===== src/rtl/alu_arb_pkg.sv =====
// Shared definitions for the ALU arbiter slice.
// - arb_state_e : arbiter FSM state encoding (Idle=0, Issue=1, Wait=2, Resp=3)
// - DefDataW / DefOpW / DefResW : default operand, opcode and result widths
package alu_arb_pkg;

  typedef enum logic [1:0] {
    StIdle  = 2'd0,
    StIssue = 2'd1,
    StWait  = 2'd2,
    StResp  = 2'd3
  } arb_state_e;

  localparam int unsigned DefDataW = 3;
  localparam int unsigned DefOpW   = 4;
  localparam int unsigned DefResW  = 6;

endpackage


===== src/rtl/rr_arbiter.sv =====
// Combinational round-robin arbiter. Searches last_grant+1, last_grant+2, ... modulo NUM_REQ
// and picks the first active request. Holds no state; the caller owns last_grant.
// Ports:
//   req        in  NUM_REQ  request vector
//   last_grant in  ID_W     index of the previous winner
//   grant      out NUM_REQ  one-hot winner, zero when no request
//   grant_id   out ID_W     encoded winner
//   any_grant  out 1        at least one request is active
module rr_arbiter #(
  parameter int unsigned NUM_REQ = 4,
  parameter int unsigned ID_W    = $clog2(NUM_REQ)
) (
  input  logic [NUM_REQ-1:0] req,
  input  logic [ID_W-1:0]    last_grant,
  output logic [NUM_REQ-1:0] grant,
  output logic [ID_W-1:0]    grant_id,
  output logic               any_grant
);

  always_comb begin
    logic [ID_W-1:0] sel;
    grant     = '0;
    grant_id  = '0;
    any_grant = 1'b0;
    sel       = '0;
    // i runs 1..NUM_REQ so the previous winner is visited last.
    for (int unsigned i = 1; i <= NUM_REQ; i++) begin
      sel = ID_W'((32'(last_grant) + i) % NUM_REQ);
      if (!any_grant && req[sel]) begin
        grant[sel] = 1'b1;
        grant_id   = sel;
        any_grant  = 1'b1;
      end
    end
  end

endmodule


===== src/rtl/alu_arbiter.sv =====
// Shares one registered ALU between NUM_REQ requesters. Round-robin arbitrates operation
// requests (valid/ready), drives the ALU inputs, waits ALU_LAT cycles and returns the result
// tagged with the requester id on a valid/ready response channel.
// Optional feature (macro ALU_ARB_STATS_EN): adds op_count (saturating count of response
// handshakes) and busy (FSM not idle).
// Ports:
//   clk, rst_n            clock, asynchronous active-low reset
//   req_valid/req_ready   per-requester handshake (ready is combinational, one-hot or zero)
//   req_a/req_b/req_op    packed per-requester operands and opcode (requester i in slice i)
//   alu_a/alu_b/alu_opcode registered ALU inputs; hold their value after an operation
//   alu_result            ALU output
//   rsp_valid/rsp_ready   response handshake; rsp_id/rsp_result held while valid
module alu_arbiter
  import alu_arb_pkg::*;
#(
  parameter int unsigned NUM_REQ = 4,
  parameter int unsigned DATA_W  = DefDataW,
  parameter int unsigned OP_W    = DefOpW,
  parameter int unsigned RES_W   = DefResW,
  parameter int unsigned ALU_LAT = 1,
  parameter int unsigned ID_W    = $clog2(NUM_REQ)
) (
  input  logic                      clk,
  input  logic                      rst_n,
  input  logic [NUM_REQ-1:0]        req_valid,
  output logic [NUM_REQ-1:0]        req_ready,
  input  logic [NUM_REQ*DATA_W-1:0] req_a,
  input  logic [NUM_REQ*DATA_W-1:0] req_b,
  input  logic [NUM_REQ*OP_W-1:0]   req_op,
  output logic [DATA_W-1:0]         alu_a,
  output logic [DATA_W-1:0]         alu_b,
  output logic [OP_W-1:0]           alu_opcode,
  input  logic [RES_W-1:0]          alu_result,
  output logic                      rsp_valid,
  input  logic                      rsp_ready,
  output logic [ID_W-1:0]           rsp_id,
  output logic [RES_W-1:0]          rsp_result
`ifdef ALU_ARB_STATS_EN
  ,
  output logic [15:0]               op_count,
  output logic                      busy
`endif
);

  localparam int unsigned CntW = (ALU_LAT > 1) ? $clog2(ALU_LAT) : 1;

  arb_state_e          state_q, state_d;
  logic [ID_W-1:0]     last_grant_q, last_grant_d;
  logic [ID_W-1:0]     id_q, id_d;
  logic [CntW-1:0]     cnt_q, cnt_d;
  logic [DATA_W-1:0]   alu_a_d, alu_b_d;
  logic [OP_W-1:0]     alu_opcode_d;
  logic                rsp_valid_d;
  logic [ID_W-1:0]     rsp_id_d;
  logic [RES_W-1:0]    rsp_result_d;

  logic [NUM_REQ-1:0]  grant;
  logic [ID_W-1:0]     grant_id;
  logic                any_grant;

  rr_arbiter #(
    .NUM_REQ (NUM_REQ),
    .ID_W    (ID_W)
  ) u_rr_arbiter (
    .req        (req_valid),
    .last_grant (last_grant_q),
    .grant      (grant),
    .grant_id   (grant_id),
    .any_grant  (any_grant)
  );

  always_comb begin
    state_d      = state_q;
    last_grant_d = last_grant_q;
    id_d         = id_q;
    cnt_d        = cnt_q;
    alu_a_d      = alu_a;
    alu_b_d      = alu_b;
    alu_opcode_d = alu_opcode;
    rsp_valid_d  = rsp_valid;
    rsp_id_d     = rsp_id;
    rsp_result_d = rsp_result;
    req_ready    = '0;
    unique case (state_q)
      StIdle: begin
        // Gated by rst_n so no requester sees an accept while reset is held.
        if (rst_n) req_ready = grant;
        if (any_grant) begin
          alu_a_d      = req_a[32'(grant_id)*DATA_W +: DATA_W];
          alu_b_d      = req_b[32'(grant_id)*DATA_W +: DATA_W];
          alu_opcode_d = req_op[32'(grant_id)*OP_W +: OP_W];
          id_d         = grant_id;
          last_grant_d = grant_id;
          state_d      = StIssue;
        end
      end
      StIssue: begin
        cnt_d   = CntW'(ALU_LAT - 1);
        state_d = StWait;
      end
      StWait: begin
        if (cnt_q == '0) begin
          rsp_result_d = alu_result;
          rsp_id_d     = id_q;
          rsp_valid_d  = 1'b1;
          state_d      = StResp;
        end else begin
          cnt_d = cnt_q - 1'b1;
        end
      end
      StResp: begin
        if (rsp_ready) begin
          rsp_valid_d = 1'b0;
          state_d     = StIdle;
        end
      end
      default: state_d = StIdle;
    endcase
  end

  always_ff @(posedge clk or negedge rst_n) begin
    if (!rst_n) begin
      state_q      <= StIdle;
      last_grant_q <= ID_W'(NUM_REQ - 1);
      id_q         <= '0;
      cnt_q        <= '0;
      alu_a        <= '0;
      alu_b        <= '0;
      alu_opcode   <= '0;
      rsp_valid    <= 1'b0;
      rsp_id       <= '0;
      rsp_result   <= '0;
    end else begin
      state_q      <= state_d;
      last_grant_q <= last_grant_d;
      id_q         <= id_d;
      cnt_q        <= cnt_d;
      alu_a        <= alu_a_d;
      alu_b        <= alu_b_d;
      alu_opcode   <= alu_opcode_d;
      rsp_valid    <= rsp_valid_d;
      rsp_id       <= rsp_id_d;
      rsp_result   <= rsp_result_d;
    end
  end

`ifdef ALU_ARB_STATS_EN
  always_ff @(posedge clk or negedge rst_n) begin
    if (!rst_n) begin
      op_count <= '0;
    end else if (state_q == StResp && rsp_ready && op_count != 16'hFFFF) begin
      op_count <= op_count + 16'd1;
    end
  end

  assign busy = (state_q != StIdle);
`endif

endmodule


===== config.mk =====
export PLATFORM = sky130hd
export DESIGN_NAME = alu_arbiter
export DESIGN_NICKNAME = d
export VERILOG_FILES = /design/src/rtl/alu_arb_pkg.sv /design/src/rtl/rr_arbiter.sv /design/src/rtl/alu_arbiter.sv
export SDC_FILE = /design/constraint.sdc
export NUM_CORES = 1
export LEC_CHECK = 0
export ABC_CLOCK_PERIOD_IN_PS = 3300
export CORE_MARGIN = 2
export CORE_UTILIZATION = 32
export CTS_BUF_LIST = sky130_fd_sc_hd__clkbuf_16
export DETAILED_ROUTE_END_ITERATION = 8
export GPL_TIMING_DRIVEN = 0
export SLEW_MARGIN = 20
export SYNTH_ARGS = -nofsm -noshare
export SYNTH_HDL_FRONTEND = slang
export SYNTH_SLANG_ARGS = --single-unit

===== constraint.sdc =====
create_clock -name clk -period 3.3 [get_ports clk]
set_input_delay 0.66 -clock clk [delete_from_list [all_inputs] [get_ports clk]]
set_output_delay 0.66 -clock clk [all_outputs]
set_load 0.1 [all_outputs]

==> impl_results.md, run 1 <==
* Outcome: finished, final reports clean
* Design area at 3100 um^2
* Cell breakdown of the critical path: buf_6 > buf_4 > mux4_2 > nor2b_4 > a22oi_1 > nor2_1 > a221oi_4 > nor2_4 > buf_12
* Buffer type at the clock tree root: sky130_fd_sc_hd__clkbuf_16
* IO Pins at 76
* Yosys warnings at 0
* Wire length after detailed routing at 5520 um
* Capture instance of the worst register-to-register path: alu_opcode[3]$_DFFE_PN0P_
* FF-to-FF Start: last_grant_q[1]$_DFFE_PN1P_
* Max incr delay on CP at 610 ps
* DIE HEIGHT at 80.7 um
* Vias in the first global route at 1724
* Area of the die at around 6500 um^2
* FF+latch area at 628 um^2
* Weighted congestion reported at the end of routability-driven placement at 0.870
* Leading cell types in the layout, fill and taps excluded: 67 x sky130_fd_sc_hd__clkdlybuf4s50_1, 23 x sky130_fd_sc_hd__mux2i_1, 23 x sky130_fd_sc_hd__dfrtp_1
* Syn Std Cell Area at 1880 um^2
* Final clock skew at 3.85 ps
* Critical Path Sink Type: output port
* Maximum number of pins on one net before global-route repair at 27
* Count of flip-flops with a built-in enable after synthesis at 0
* Number of cells traversed by the worst register-to-register path at 10
* Critical path data arrival time at 2560 ps
* Average footprint of a synthesized cell at 10.0 um^2
* Cts hold-fix bufs at 0
* Netlist cell types at 45
* Number of vias per cell at 5.12
* Fill count at around 520
* Clk pin slew, worst setup/hold paths at 60 ps
* Layout cells sized above 1 at between 20 and 25%
* Leftover overflow at the end of global routing at 0
* CP delay by family, top: multiplexers
* Number of placement rows at 27
* CP max-delay cell: sky130_fd_sc_hd__mux4_2
* Number of DRC markers in iteration 0 at between 100 and 150
* Bufs on Longest Clock Path at 2
* Worst Hold Margin at approximately 400 ps
* Worst R2R Setup Slack at 400 ps
* Final Cycle Share at 97.5%
* Slew @ Worst Pin at ~1000 ps
* Routed length per instance at 15.7 um
* Required time at the worst-slack endpoint at 2640 ps
* Num CTS Buffers at 3
* Final min period at 3220 ps
* Number of hold violations in the final report at 0
* Total buffers and inverters traversed by the critical path at 3
* Multi-input logic area at 1250 um^2
* Final setup fails at 0
* Htree depth at 1
* Startpoint type of the worst setup path: flip-flop
* Stages on the worst setup path at 9
* Maximum frequency from static timing analysis at 311 MHz
* Number of standard cells in the layout, taps in and fillers out at ~350
* Headroom to the max-slew limit at about a third
* Die Span X at 80.7 um
* Initial standard-cell utilization of the core at around a third
* Leading cell type in the layout, fill and taps excluded: sky130_fd_sc_hd__clkdlybuf4s50_1
* Initial antenna violation count at 0
* Standard cell core area at approximately 5600 um^2
* Vias after detailed routing at roughly 1800
* Main flop type after synthesis: sky130_fd_sc_hd__dfrtp_1
* Number of iterations in the first detailed-routing pass at 4
* Clk_lat worst skew at 260 ps
* DPL Wire Length at a little under 4000 um
* TritonCTS clock tree: built
* Mapped Cells at 188
* Placed instance area at 2760 um^2
* First-pass GRT wire length at roughly 8500 um
* Min-delay worst type: input port to async pin
* Overall track demand over capacity in global routing at 16.9%
* Count of clock tree sinks at 25
* Number of nets still failing antenna checks after routing at 0
* Placed Cells at 335
* Register bit total from synthesis at 25
* Critical Path Fanout Max at 6
* Number of port buffers at 75
* Nets@finish at 344
* Max Cap Violations at 0
* Sequential fraction of the synthesis area at approximately 33%
* Type of the worst setup path: flip-flop to output port
* Final max-slew violation count at 0
* Number of diodes at 0
* Remaining routing DRC violations at 0
* Setup tns final at 0 ps
* Fraction of registers with async set/reset at 100%
* Mapped Nets at ~250
* Signed area change from the synthesized netlist to the final layout at 64.5%
## Yosys cell counts (3+ instances only)
| library cell | instances | area, um^2 |
|---|---|---|
| sky130_fd_sc_hd__a221oi_1 | 6 | 52.6 |
| sky130_fd_sc_hd__a22oi_1 | 4 | 30.0 |
| sky130_fd_sc_hd__buf_2 | 6 | 30.0 |
| sky130_fd_sc_hd__buf_6 | 3 | 33.8 |
| sky130_fd_sc_hd__clkbuf_1 | 4 | 15.0 |
| sky130_fd_sc_hd__dfrtp_1 | 23 | 576 |
| sky130_fd_sc_hd__ha_1 | 11 | 138 |
| sky130_fd_sc_hd__inv_1 | 6 | 22.5 |
| sky130_fd_sc_hd__mux2_2 | 8 | 90.1 |
| sky130_fd_sc_hd__mux2i_1 | 25 | 250 |
| sky130_fd_sc_hd__nand2_1 | 17 | 63.8 |
| sky130_fd_sc_hd__nand3_1 | 3 | 15.0 |
| sky130_fd_sc_hd__nor2_1 | 14 | 52.6 |
| sky130_fd_sc_hd__nor3_1 | 4 | 20.0 |
| sky130_fd_sc_hd__nor4_1 | 3 | 18.8 |
| sky130_fd_sc_hd__o21ai_0 | 6 | 30.0 |
| sky130_fd_sc_hd__o221ai_1 | 9 | 78.8 |
## per-stage QoR
| stage | setup slack [ps] | utilization [%] |
|---|---|---|
| after global routing | -5.04 | 55.2 |
| after global placement | -1280 | 49.2 |
| after CTS | 2.82 | 53.6 |
| final | 83.3 | 55.2 |
| after floorplan | -10.1 | - |
| after detailed placement | -1200 | 49.1 |
## worst max-delay path by stage
stage / startpoint / end / slack (ps)
floorplan: last_grant_q[1]$_DFFE_PN1P_ / req_ready[0] / -10
global placement: rst_n / req_ready[1] / -1280
detailed placement: last_grant_q[1]$_DFFE_PN1P_ / req_ready[0] / -1200
CTS: last_grant_q[0]$_DFFE_PN1P_ / req_ready[1] / 3
global route: last_grant_q[0]$_DFFE_PN1P_ / req_ready[1] / -5
finish: last_grant_q[0]$_DFFE_PN1P_ / req_ready[1] / 80
## logic make-up (layout without fill, tap and decap cells)
kind of cell / Yosys count / after routing / synth area share [%]
DFF: 25 / 25 / 33.4
AOI/OAI and AO/OA: 41 / 41 / 17.5
buffers and inverters: 22 / 113 / 7.04
and+or+nand+nor: 53 / 53 / 13.8
adders and majority gates: 11 / 11 / 7.31
muxes: 35 / 35 / 20.5
xor gates and xnor gates: 1 / 1 / 0.465
## flip-flops by register name, indices dropped and copies added (netlist names)
register,flops
rsp_result,6
last_grant_q,2
rsp_id,2
alu_opcode,4
rsp_valid,1
id_q,2
state_q,2
alu_a,3
alu_b,3
## worst reg2reg max path: cells and delay by family, from the launching register on
family / cells / cell delay (ps)
AO/OA/AOI/OAI: 3 / 750
adder cells (fa/ha/maj): 1 / 280
AND/OR/NAND/NOR: 1 / 170
buffers and inverters: 4 / 670
multiplexers: 1 / 310
flip-flops: 1 / 560
## area by class of cell
type | instances | share of cell area, %
inverters | 7 | 1.37
flip-flops and latches | 25 | 20.3
multi-input cells | 141 | 40.3
clock buffers | 3 | 2.42
repair buffers | 89 | 29.0
clock inverters | 1 | 0.121
well taps | 72 | 2.91
plain buffers | 13 | 3.56
## layer usage
metal  GRT usage, %  up-vias  routed length, um
met4           4.24        0                 55
met2           29.0       43               2840
met1           22.7      862               2360
met3           1.91        5                268
li1               -      888                  -
met5              0        -                  0
## what timing repair did
action,CTS,global route
pin swaps,3,2
buffers inserted,10,4
gates resized for setup,50,13
endpoints found under the setup margin,13,4
Power of run 1 is left out: the tool's default activity adds up to more than one toggle a clock period on the data nets, which glitch-free logic cannot reach.
==> inputs of run 2 (changes only) <==
Settings changed: CAP_MARGIN from default to 5.
==> results of run 2 <==
The final DEF is identical to that of run 1; final timing and power are the same.
Power of run 2 is left out for the same reason.
==> inputs of run 3 (changes only) <==
==> constraint.sdc (replaced) <==
create_clock -name clk -period 3.3 [get_ports clk]
set_input_delay 0.495 -clock clk [delete_from_list [all_inputs] [get_ports clk]]
set_output_delay 0.495 -clock clk [all_outputs]
set_load 0.1 [all_outputs]
==> run 3 against run 2 <==
  * Core utilization fell by 1.8 points
  * Count of clock-buffer cells in the layout did not move
  * Final area fell by 3.3%
  * First-iteration DRC count fell by 44%
  * Largest cell class unchanged
  * Fmax rose by 0.19%
  * Die area did not move
  * Clock skew fell by 1.6 ps
  * Hold slack got worse by 160 ps
  * Global-route usage fell by 0.66 points
  * Wire length fell by 1.4%
  * Final cell count fell by 0.57%
==> impl_results.md, run 3 (synthesis results as in run 1) <==
* Remaining routing DRC violations at 0
* Routed length per instance at 15.6 um
* Number of DRC markers in iteration 0 at 65
* Weighted congestion reported at the end of routability-driven placement at 0.876
* Slew @ Worst Pin at 999 ps
* Die Span X at 80.7 um
* Leftover overflow at the end of global routing at 0
* Leading cell types in the layout, fill and taps excluded: 70 x sky130_fd_sc_hd__clkdlybuf4s50_1, 23 x sky130_fd_sc_hd__mux2i_1, 23 x sky130_fd_sc_hd__dfrtp_1
* Num CTS Buffers at 3
* Register name with the most flops: rsp_result
* Critical Path Sink Type: output port
* First-pass GRT wire length at 8310 um
* Outcome: finished, final reports clean
* Setup repair after global routing missed its margin: false
* Layout cells sized above 1 at 21.7%
* DIE HEIGHT at 80.7 um
* Leading cell type in the layout, fill and taps excluded: sky130_fd_sc_hd__clkdlybuf4s50_1
* Clk_lat worst skew at 260 ps
* IO Pins at 76
* Nets@finish at 342
* Initial antenna violation count at 0
* DPL Wire Length at between 4000 and 5000 um
* Number of cells traversed by the worst register-to-register path at 11
* Fill count at 541
* Area of the die at 6510 um^2
* Worst R2R Setup Slack at 430 ps
* Final Cycle Share at 97.3%
* Registers with the highest flip-flop counts: rsp_result: 6 flops, alu_opcode: 4 flops
* Vias after detailed routing at 1809
* Number of placement rows at 27
* Number of flip-flops in the largest register at 6
* Number of port buffers at 75
* Final Core Density at a little over half
* Startpoint type of the worst setup path: input port
* Multi-input logic area at 1200 um^2
* Htree depth at 1
* Maximum frequency from static timing analysis at 311 MHz
* Initial standard-cell utilization of the core at 33.6%
* Maximum number of pins on one net before global-route repair at 27
* Headroom to the max-slew limit at 33.2%
* Worst Hold Margin at 238 ps
* Clk pin slew, worst setup/hold paths at 60 ps
* Max Cap Violations at 0
* Final setup fails at 0
* Critical Path Fanout Max at 10
* Number of nets still failing antenna checks after routing at 0
* FF-to-FF Start: last_grant_q[0]$_DFFE_PN1P_
* Placed instance area at approximately 2800 um^2
* Number of vias per cell at 5.18
* Buffer type at the clock tree root: sky130_fd_sc_hd__clkbuf_16
* Final min period at roughly 3200 ps
* Required time at the worst-slack endpoint at 2800 ps
* Min-delay worst type: input port to async pin
* Count of clock tree sinks at 25
* Capture instance of the worst register-to-register path: alu_b[0]$_DFFE_PN0P_
* FF+latch area at 628 um^2
* Standard cell core area at 5610 um^2
* Setup Slack @ Placement at -1150 ps
* Final clock skew at ~2.3 ps
* Number of hold violations in the final report at 0
* Final max-slew violation count at 0
* Signed area change from the synthesized netlist to the final layout at 59.1%
* Overall track demand over capacity in global routing at between 15 and 20%
* Number of iterations in the first detailed-routing pass at 4
* Type of the worst setup path: input port to output port
* Number of diodes at 0
* Wire length after detailed routing at between 5000 and 6000 um
* TritonCTS clock tree: built
* Smallest setup slack after layout at slightly below 90 ps
* Design area at between 2000 and 3000 um^2
* Critical path data arrival time at 2720 ps
* Bufs on Longest Clock Path at 2
* Vias in the first global route at 1746
[run 3: cell count changes in the layout (fill, tap and decap cells not counted), sizes merged]
cell	previous run	this run
clkdlybuf4s50	67	70
clkinvlp	1	2
dlymetal6s2s	3	0
buf	28	26
inv	6	5
[run 3: repair_timing]
action / 4_1_cts / 5_1_grt
hold buffers: 0 / 0
resized for setup: 38 / 5
endpoints found under the setup margin: 16 / 4
setup buffers: 6 / 5
endpoints found under the hold margin: 0 / 0
[run 3: how the worst max path moves through the flow]
| stage | from | endpoint | slack, ps | cells past startpoint |
|---|---|---|---|---|
| 5_1_grt | req_valid[2] | req_ready[0] | 10 | 8 |
| 6_report | req_valid[2] | req_ready[0] | 90 | 8 |
| 3_5_place_dp | last_grant_q[0]$_DFFE_PN1P_ | req_ready[0] | -1150 | 11 |
| 3_3_place_gp | last_grant_q[0]$_DFFE_PN1P_ | req_ready[0] | -1210 | 11 |
| 2_1_floorplan | last_grant_q[0]$_DFFE_PN1P_ | req_ready[0] | 10 | 11 |
| 4_1_cts | last_grant_q[0]$_DFFE_PN1P_ | req_ready[0] | 20 | 12 |
[run 3: through the flow]
| step | setup TNS [ps] | cells |
|---|---|---|
| after detailed placement | -5940 | 335 |
| after floorplan | 0 | 188 |
| after CTS | 0 | 344 |
| after global routing | 0 | 349 |
| final | 0 | 349 |
| after global placement | -7160 | 335 |
[run 3: critical path, stage by stage]
cell,delay (ps)
sky130_fd_sc_hd__clkdlybuf4s50_1,490
sky130_fd_sc_hd__buf_2,220
sky130_fd_sc_hd__or3b_1,360
sky130_fd_sc_hd__a2111o_1,410
sky130_fd_sc_hd__nand3_1,270
sky130_fd_sc_hd__a221oi_2,150
sky130_fd_sc_hd__nor2_4,140
sky130_fd_sc_hd__buf_12,190
[run 3: metal layers]
metal | part of all wire, % | vias to the layer above | global-route usage (%)
li1 | - | 883 | -
met1 | 43 | 872 | 21.1
met2 | 50 | 52 | 28.7
met3 | 6.4 | 2 | 2.81
met4 | 0.46 | 0 | 2.54
met5 | 0 | - | 0
[run 3: layout make-up]
class / count / share of cell area (%)
plain buffers: 14 / 3.63
clock buffers: 3 / 2.51
clock inverters: 1 / 0.251
inverters: 7 / 1.42
multi-input cells: 141 / 40.0
flip-flops and latches: 25 / 21.0
well taps: 72 / 3.01
repair buffers: 86 / 28.2
Power of run 3 is left out for the same reason.
